## config.mk

```make
export PLATFORM = sky130hd
export DESIGN_NAME = uart_ctrl_flat
export DESIGN_NICKNAME = d
export VERILOG_FILES = /design/src/rtl/uart_ctrl_if.sv /design/src/rtl/uart_ctrl.sv /design/src/flat_wrapper.sv
export SDC_FILE = /design/constraint.sdc
export NUM_CORES = 1
export LEC_CHECK = 0
export CAP_MARGIN = 0
export CORE_MARGIN = 2
export CORE_UTILIZATION = 48
export CTS_BUF_LIST = sky130_fd_sc_hd__clkbuf_16
export DETAILED_ROUTE_END_ITERATION = 16
export GPL_ROUTABILITY_DRIVEN = 0
export PLACE_DENSITY = 0.67
export SLEW_MARGIN = 20
export SYNTH_ARGS = -nofsm -noshare
export SYNTH_HDL_FRONTEND = slang
export SYNTH_SLANG_ARGS = --single-unit
```

## constraint.sdc

```tcl
create_clock -name clk -period 5.42 [get_ports clk]
set_input_delay 1.084 -clock clk [delete_from_list [all_inputs] [get_ports clk]]
set_output_delay 1.084 -clock clk [all_outputs]
set_load 0.02 [all_outputs]
```

## src/rtl/uart_ctrl_if.sv

```systemverilog
// Processor peripheral bus between the CPU side and uart_ctrl.
// One access per sel, completed by a single-cycle ready pulse.
interface uart_ctrl_if;
   logic        sel;
   logic        we;
   logic [3:0]  addr;
   logic [31:0] wdata;
   logic [31:0] rdata;
   logic        ready;

   modport master (output sel, we, addr, wdata, input rdata, ready);
   modport slave  (input sel, we, addr, wdata, output rdata, ready);
endinterface

```

## src/rtl/uart_ctrl.sv

```systemverilog
// UART sequencing controller: TX/RX byte FIFOs, bus register file and TX launch FSM.
// Registers: 0 DATA, 1 STATUS (W1C overflow bits), 2 CTRL, 3 reserved.
module uart_ctrl #(
   parameter int FIFO_AW = 4
) (
   input  logic       clk,
   input  logic       reset,
   uart_ctrl_if.slave bus,
   output logic       irq,
   output logic [7:0] u_tx_data,
   output logic       u_tx_start,
   input  logic       u_tx_busy,
   input  logic [7:0] u_rx_data,
   input  logic       u_rx_ready
);
   localparam int DEPTH = 1 << FIFO_AW;

   typedef enum logic [1:0] {IDLE, LAUNCH, WAIT_DONE} tx_state_t;

   tx_state_t        state, state_next;
   logic [1:0]       launch_cnt;
   logic [7:0]       tx_mem [DEPTH];
   logic [7:0]       rx_mem [DEPTH];
   logic [FIFO_AW:0] tx_wptr, tx_rptr, rx_wptr, rx_rptr, tx_count, rx_count;
   logic             tx_full, tx_empty, rx_full, rx_empty, tx_active;
   logic             tx_ovf, rx_ovf;
   logic [2:0]       ctrl;
   logic             accept, wr_data, rd_data, wr_status, wr_ctrl, flush;
   logic             tx_push, tx_drop, tx_pop, rx_push, rx_drop, rx_pop;
   logic [1:0]       reg_sel;
   logic [31:0]      status, rd_mux;
   logic             unused_bits;

   assign tx_full  = (tx_wptr[FIFO_AW] != tx_rptr[FIFO_AW]) &&
                     (tx_wptr[FIFO_AW-1:0] == tx_rptr[FIFO_AW-1:0]);
   assign rx_full  = (rx_wptr[FIFO_AW] != rx_rptr[FIFO_AW]) &&
                     (rx_wptr[FIFO_AW-1:0] == rx_rptr[FIFO_AW-1:0]);
   assign tx_empty = (tx_wptr == tx_rptr);
   assign rx_empty = (rx_wptr == rx_rptr);
   assign tx_count = tx_wptr - tx_rptr;
   assign rx_count = rx_wptr - rx_rptr;
   assign tx_active = (state != IDLE);

   assign reg_sel   = bus.addr[3:2];
   assign accept    = bus.sel && !bus.ready;
   assign wr_data   = accept &&  bus.we && (reg_sel == 2'd0);
   assign rd_data   = accept && !bus.we && (reg_sel == 2'd0);
   assign wr_status = accept &&  bus.we && (reg_sel == 2'd1);
   assign wr_ctrl   = accept &&  bus.we && (reg_sel == 2'd2);
   assign flush     = wr_ctrl && bus.wdata[3];

   // A pop in the same cycle frees the slot, so a push into a full FIFO is not an overflow.
   assign rx_pop  = rd_data && !rx_empty;
   assign rx_push = u_rx_ready && !flush && (!rx_full || rx_pop);
   assign rx_drop = u_rx_ready && !flush && rx_full && !rx_pop;
   assign tx_push = wr_data && (!tx_full || tx_pop);
   assign tx_drop = wr_data && tx_full && !tx_pop;

   assign unused_bits = ^{bus.wdata[31:8], bus.addr[1:0]};

   always_ff @(posedge clk) begin
      if (tx_push) tx_mem[tx_wptr[FIFO_AW-1:0]] <= bus.wdata[7:0];
      if (rx_push) rx_mem[rx_wptr[FIFO_AW-1:0]] <= u_rx_data;
   end

   always_ff @(posedge clk or posedge reset) begin
      if (reset) begin
         tx_wptr <= '0;
         tx_rptr <= '0;
         rx_wptr <= '0;
         rx_rptr <= '0;
         tx_ovf  <= 1'b0;
         rx_ovf  <= 1'b0;
         ctrl    <= '0;
      end else begin
         if (tx_push) tx_wptr <= tx_wptr + 1'b1;
         if (rx_push) rx_wptr <= rx_wptr + 1'b1;
         if (flush) begin
            tx_rptr <= tx_wptr;
            rx_rptr <= rx_wptr;
         end else begin
            if (tx_pop) tx_rptr <= tx_rptr + 1'b1;
            if (rx_pop) rx_rptr <= rx_rptr + 1'b1;
         end
         if (tx_drop) tx_ovf <= 1'b1;
         else if (wr_status && bus.wdata[5]) tx_ovf <= 1'b0;
         if (rx_drop) rx_ovf <= 1'b1;
         else if (wr_status && bus.wdata[6]) rx_ovf <= 1'b0;
         if (wr_ctrl) ctrl <= bus.wdata[2:0];
      end
   end

   always_comb begin
      status = '0;
      status[0] = tx_full;
      status[1] = tx_empty;
      status[2] = rx_full;
      status[3] = rx_empty;
      status[4] = tx_active;
      status[5] = tx_ovf;
      status[6] = rx_ovf;
      status[8 +: FIFO_AW+1]  = rx_count;
      status[16 +: FIFO_AW+1] = tx_count;
   end

   always_comb begin
      rd_mux = '0;
      case (reg_sel)
         2'd0:    rd_mux[7:0] = rx_empty ? 8'h00 : rx_mem[rx_rptr[FIFO_AW-1:0]];
         2'd1:    rd_mux = status;
         2'd2:    rd_mux[2:0] = ctrl;
         default: rd_mux = '0;
      endcase
   end

   always_ff @(posedge clk or posedge reset) begin
      if (reset) begin
         bus.ready <= 1'b0;
         bus.rdata <= '0;
         irq       <= 1'b0;
      end else begin
         bus.ready <= accept;
         bus.rdata <= (accept && !bus.we) ? rd_mux : '0;
         irq       <= (ctrl[0] && !rx_empty) ||
                      (ctrl[1] && tx_empty && !tx_active) ||
                      (ctrl[2] && (tx_ovf || rx_ovf));
      end
   end

   always_ff @(posedge clk or posedge reset) begin
      if (reset) begin
         state      <= IDLE;
         launch_cnt <= '0;
         u_tx_start <= 1'b0;
         u_tx_data  <= '0;
      end else begin
         state      <= state_next;
         launch_cnt <= (state == LAUNCH) ? launch_cnt + 1'b1 : '0;
         u_tx_start <= tx_pop;
         if (tx_pop) u_tx_data <= tx_mem[tx_rptr[FIFO_AW-1:0]];
      end
   end

   // LAUNCH gives the core four cycles to raise busy before the byte is assumed sent.
   always_comb begin
      state_next = state;
      tx_pop     = 1'b0;
      case (state)
         IDLE: begin
            if (!tx_empty && !u_tx_busy) begin
               tx_pop     = 1'b1;
               state_next = LAUNCH;
            end
         end
         LAUNCH: begin
            if (u_tx_busy)               state_next = WAIT_DONE;
            else if (launch_cnt == 2'd3) state_next = IDLE;
         end
         WAIT_DONE: begin
            if (!u_tx_busy) state_next = IDLE;
         end
         default: state_next = IDLE;
      endcase
   end
endmodule

```

## src/flat_wrapper.sv

```systemverilog
// flat-port wrapper written by rule: the top's interface ports become plain ports
module uart_ctrl_flat 
#(
   parameter int FIFO_AW = 4
)
  (clk, reset, irq, u_tx_data, u_tx_start, u_tx_busy, u_rx_data, u_rx_ready, bus_sel, bus_we, bus_addr, bus_wdata, bus_rdata, bus_ready);
  uart_ctrl_if bus_i ();
  input  logic clk;
  input  logic reset;
  output logic irq;
  output logic [7:0] u_tx_data;
  output logic u_tx_start;
  input  logic u_tx_busy;
  input  logic [7:0] u_rx_data;
  input  logic u_rx_ready;
  input wire logic [$bits(bus_i.sel)-1:0] bus_sel;
  input wire logic [$bits(bus_i.we)-1:0] bus_we;
  input wire logic [$bits(bus_i.addr)-1:0] bus_addr;
  input wire logic [$bits(bus_i.wdata)-1:0] bus_wdata;
  output wire logic [$bits(bus_i.rdata)-1:0] bus_rdata;
  output wire logic [$bits(bus_i.ready)-1:0] bus_ready;
  assign bus_i.sel = bus_sel;
  assign bus_i.we = bus_we;
  assign bus_i.addr = bus_addr;
  assign bus_i.wdata = bus_wdata;
  assign bus_rdata = bus_i.rdata;
  assign bus_ready = bus_i.ready;
  uart_ctrl #(.FIFO_AW(FIFO_AW)) u_core (.clk(clk), .reset(reset), .bus(bus_i), .irq(irq), .u_tx_data(u_tx_data), .u_tx_start(u_tx_start), .u_tx_busy(u_tx_busy), .u_rx_data(u_rx_data), .u_rx_ready(u_rx_ready));
endmodule
```

# ---- Yosys cells after proc, flatten, opt, wreduce, memory -nomap -nowiden
# Memories as Yosys holds them, arrays and structs flattened. A register that Yosys moved wholly into a read port is not among the register bits.
# Cells that the tools add are included.
dict set report word_totals {
  ramBits 256
  elab_cells 110
  n_memories 2
  inputBits 50
  reg_bits 64
}
dict set report classes {
  n_mux 25
  eq_ne 14
  addsub 7
  reduce_logical 49
}
# name words word_bits read_ports rd_clocked_by_memory_dff write_ports line_no
set mem_list {}
lappend mem_list {u_core.rx_mem 16 8 1 0 1 uart_ctrl.sv:23} ;# logic [7:0] rx_mem [DEPTH];
lappend mem_list {u_core.tx_mem 16 8 1 1 1 uart_ctrl.sv:22} ;# logic [7:0] tx_mem [DEPTH];
# cell count
set ops {}
lappend ops {{1-bit logical AND} 25}
lappend ops {{21-bit 2-to-1 mux} 1}
lappend ops {{5-bit by 1-bit adder with 5-bit output (second input constant)} 4}
lappend ops {{5-bit 2-to-1 mux} 4}
lappend ops {{13-bit 2-to-1 mux} 1}
lappend ops {{1-bit logical NOT} 11}
lappend ops {{5-bit == test} 2}
lappend ops {{1-bit 2-to-1 mux} 10}
lappend ops {{2-bit 2-to-1 mux} 5}
lappend ops {{5-bit one-hot mux with 2 select lines} 1}
lappend ops {{2-bit nonzero test} 5}
lappend ops {{5-bit subtractor} 2}
lappend ops {{3-bit one-hot mux with 3 select lines} 1}
lappend ops {{4-bit == test} 2}
lappend ops {{8-bit 2-to-1 mux} 1}
lappend ops {{2-bit == test (second input constant)} 3}
lappend ops {{2-bit one-hot mux with 3 select lines} 1}
lappend ops {{1-bit logical OR} 5}
lappend ops {{2-bit by 1-bit == test with 1-bit output (second input constant)} 2}
lappend ops {{2-bit logical NOT} 2}
lappend ops {{3-bit inequality test (second input constant)} 1}
lappend ops {{3-bit AND reduction} 1}
lappend ops {{2-bit by 1-bit adder with 2-bit output (second input constant)} 1}
lappend ops {{1-bit inequality test} 2}
lappend ops {{2 further kinds} 2}

# ---- Depth between registers and ports, before layout
dict set report depth {
  word_depth 10
  depth_mapped 10
}

# ---- Worst setup path before layout
# OpenSTA, ideal clock, no wires.
dict set report synth_path {
  path_type {in2reg}
  from {input bus_addr[3]}
  to {memory u_core.rx_mem[3][0], enable pin}
  path_slack_ns 2.286
  t_required_ns 5.037
  arrival_ns 2.750
  n_path_buf 0
  path_stages 4
  path_cell_list {or4b_4 -> o211ai_2 -> nand4_1 -> nor3_1}
}
dict set report synth_between {
  elab_chain_cells 8
}
# element line_no
set synth_rtl {}
lappend synth_rtl {{start, declared} flat_wrapper.sv:18} ;# input wire logic [$bits(bus_i.addr)-1:0] bus_addr;
lappend synth_rtl {{2-bit == test} uart_ctrl.sv:49} ;# assign wr_ctrl = accept && bus.we && (reg_sel == 2'd2);
lappend synth_rtl {{1-bit logical AND} uart_ctrl.sv:49}
lappend synth_rtl {{1-bit logical AND} uart_ctrl.sv:50} ;# assign flush = wr_ctrl && bus.wdata[3];
lappend synth_rtl {{1-bit logical NOT} uart_ctrl.sv:54} ;# assign rx_push = u_rx_ready && !flush && (!rx_full || rx_pop);
lappend synth_rtl {{1-bit logical AND} uart_ctrl.sv:54}
lappend synth_rtl {{1-bit logical AND (*)} uart_ctrl.sv:54}
lappend synth_rtl {{1-bit 2-to-1 mux (*)} uart_ctrl.sv:63} ;# if (rx_push) rx_mem[rx_wptr[FIFO_AW-1:0]] <= u_rx_data;
lappend synth_rtl {{1-bit 2-to-1 mux (implied by the code) (*)} uart_ctrl.sv:63}
lappend synth_rtl {{end, declared} uart_ctrl.sv:23}
# Every way passes the cells marked *; elsewhere a longest branch is shown, timed or not.

# ---- Final worst setup path
dict set report layout_path {
  from {input bus_addr[3]}
  to {memory u_core.rx_mem[14][6], enable pin}
}
# Same word-level chain as after synthesis.

==> summary.txt <==
Timing
  • Worst Hold Slack: 450.7 ps
  • Max-slew headroom: 0.3236
  • Fmax: 284.7 MHz
  • Slew at the pin closest to its max-slew limit: 1011 ps
  • Slew Viols, Final: 0
  • Final worst path period need: 3512 ps
  • RSZ-0062 raised after global routing: false
  • Slack of the critical path: 1908 ps
  • Setup-failing EPs final: 0
  • Setup TNS: 0 ps
  • Final hold violations: 0
  • Setup Skew: 27.07 ps
  • Fin crit share: 0.6480

Clock tree
  • CTS Root Cell: clkbuf_16
  • CTS tree: yes
  • H-tree Lvls: 1
  • CTS buffer count: 31
  • Post_cts resized: 0
  • Clock transition at path regs: 60 ps
  • Clock Tree Buf Depth: 3
  • CTS Hold Bufs: 0
  • Worst skew pair latency: 560 ps
  • Postcts setup bufs: 0
  • Clock sinks: 314

Hold path
  • Hold crit path type: reg2reg

Synthesis
  • Post-synth EDFFs: 256
  • Synth Register Bits: 314
  • Syn_area_per_cell: 17.73 um^2
  • Yosys warning total: 0
  • Synth Flop Type: edfxtp_1
  • Async S/R FF share, synth: 0.1847
  • Post-synthesis cell area: 12850 um^2
  • Register area share after synthesis: 0.7110
  • Cells after synthesis: 725
  • Post-synth top area share: 0.5981
  • Post-synth top cells: 256 x edfxtp_1, 62 x mux4_2, 58 x dfrtp_1
  • Most instantiated library cell after synthesis: edfxtp_1
  • Dominant cells by area after synthesis: edfxtp_1 60%, dfrtp_1 11%, mux4_2 11%, mux2i_1 1.9%, ha_1 1.8%
  • Synth area leader: edfxtp_1
  • Netlist cell types: 52

Setup path
  • Critical path capture point type: flip-flop
  • Startpoint types: primary input
  • Req. time, crit path: 5600 ps
  • CP max-delay cell: nor2_1
  • Crit Path Max Fanout: 8
  • CP Buf/Inv Count: 1
  • Delay-heaviest family, CP: simple AND/OR/NAND/NOR gates
  • Slowest cell delay on critical path: 830 ps
  • Crit-path cells: clkdlybuf4s50_1 -> or4b_4 -> o211ai_2 -> nand4_1 -> nor2_1
  • Crit path DAT: 3700 ps
  • Worst Path Class, Setup: in2reg

Drt
  • Drt pass-1 iters: 5
  • Post-Route WL: 24.84 mm
  • DRC viols: 0
  • DR vias: 6635
  • Avg WL per Cell: 21.58 um
  • Iteration-0 DRC Markers: 517
  • ANT nets after route: 0
  • Via/cell ratio: 5.765

Flow run
  • Max-cap viol count: 0

Pwr
  • Sw frac: 0.3102
  • Flop pwr share: 0.426
  • Pint: 4.947 mW
  • Power Density: 489.6 nW/um^2
  • Peak supply drop: 0.0002732 V
  • Pleak: 5.131 nW
  • Gate power share: 0.300
  • Tot Pwr: 7.172 mW
  • Clk pwr share: 0.273
  • Sw Pwr: 2.225 mW

Finish
  • Final core utilization: 0.5590
  • ANT cells: 0
  • FF/Latch Area: 9141 um^2
  • Layout cells sized above 1: 0.1850
  • Layout Cells excl Fill: 1151
  • Nets@finish: 862
  • Fin area: 14650 um^2
  • FILL cells: 1970
  • Layout area overhead: 13.98%
  • Multi-input logic area: 3443 um^2

GRT
  • Total grt overflow: 0
  • Initial antenna violation count: 0
  • First-pass GRT wire length: 38.89 mm
  • Vias in the first global route: 6812
  • Total GRT Usage: 0.1803
  • Pin count of the biggest net entering global routing: 59

Placement
  • Post-place instance area: 13700 um^2
  • Placed Instances: 1093
  • HPWL after detailed placement: 16.02 mm
  • IO buf count: 52
  • Dpl ws: 1417 ps

Floorplanning
  • Die height: 167.6 um
  • Die area: 28100 um^2
  • Initial core utilization: 0.4905
  • Standard-cell row count: 59
  • CORE AREA: 26210 um^2
  • Ports: 93
  • Die X: 167.6 um

Outcome
  • Status: completed
## worst register-to-register path, delay by kind of cell, from the launching register on
kind                       cells  cell delay [ps]
buffers and inverters          1              280
and+or+nand+nor                3             1380
AOI/OAI and AO/OA              1              190
adders and majority gates      1              410
DFF                            1              690
## registers in the layout, indices dropped and copies added (netlist names), 3 cells and up
| register | cells |
|---|---|
| u_core.ctrl | 3 |
| u_core.rx_rptr | 5 |
| u_core.u_tx_data | 8 |
| u_core.tx_wptr | 5 |
| u_core.tx_rptr | 5 |
| u_core.bus.rdata | 18 |
| u_core.tx_mem | 128 |
| u_core.rx_wptr | 5 |
| u_core.rx_mem | 128 |
## placed cells by master, fill, tap and decap left out, types with 3 or more instances in the layout
cell               n
and3_1             6
o22ai_1            4
clkinv_2           6
clkinv_1           5
xor2_1             3
dfrtp_1           56
nand2b_1           4
buf_4             15
a22oi_1           10
ha_1              19
nor2b_1            7
edfxtp_1         256
nor3b_1            3
nand2_1           27
a21oi_1            6
inv_1             20
nor3_1            14
mux2_2            15
clkdlybuf4s50_1   52
nand3_1            9
xnor2_1           16
clkbuf_16         33
mux4_2            62
or3_1              4
inv_2              9
a32oi_1            3
nor2_1            43
a31oi_1            8
o21ai_0           19
nand4_1            8
conb_1            14
mux2i_1           25
## cell families (layout without fill, tap and decap cells)
family	Yosys count	count (layout)	synth area share
AOI/OAI and AO/OA	69	69	0.03650
xor gates and xnor gates	19	19	0.01295
adders and majority gates	21	21	0.02161
buffers and inverters	66	144	0.02531
DFF	314	314	0.7110
muxes	102	102	0.1412
other	1	14	0.0002917
and+or+nand+nor	133	133	0.05110
## power by group through the flow
stage	sequential [mW]	clock (mW)	combinational [mW]
floorplan	3.06	0	1.58
CTS	3.06	2.00	2.17
detailed placement	3.10	0	2.16
global placement	3.09	0	2.12
global route	3.09	2.09	2.35
finish	3.06	1.96	2.15
## routing by layer
layer | GRT usage | vias to the layer above | routed length, um | share of wire
met1 | 0.2576 | 3456 | 11360 | 0.46
met4 | 0.04234 | 0 | 462 | 0.019
met3 | 0.02813 | 37 | 1230 | 0.050
li1 | - | 2955 | - | -
met2 | 0.2962 | 187 | 11780 | 0.47
met5 | 0 | - | 0 | 0
## worst paths after layout
| kind | startpoint | end | slack [ps] | cells past startpoint |
|---|---|---|---|---|
| min reg2reg | u_core.launch_cnt[0] | u_core.launch_cnt[0] | 450 | 1 |
| max reg2reg | u_core.rx_rptr[2] | u_core.rx_mem[14][6] | 2080 | 6 |
| min | u_core.launch_cnt[0] | u_core.launch_cnt[0] | 450 | 1 |
| min in group asynchronous | reset | u_core.bus.rdata[8] | 1050 | 3 |
| max | bus_addr[3] | u_core.rx_mem[14][6] | 1910 | 5 |
| max in group asynchronous | reset | u_core.tx_rptr[2] | 3810 | 3 |
## area by class of cell
type / count / share of cell area
Clock buffer: 33 / 0.05637
Clock inverter: 25 / 0.007943
Inverter: 19 / 0.004868
Multi-Input combinational cell: 358 / 0.2350
Sequential cell: 314 / 0.6240
Tap cell: 335 / 0.02861
Timing Repair Buffer: 67 / 0.04321
Note: power is estimated with default switching activity, not from simulation.
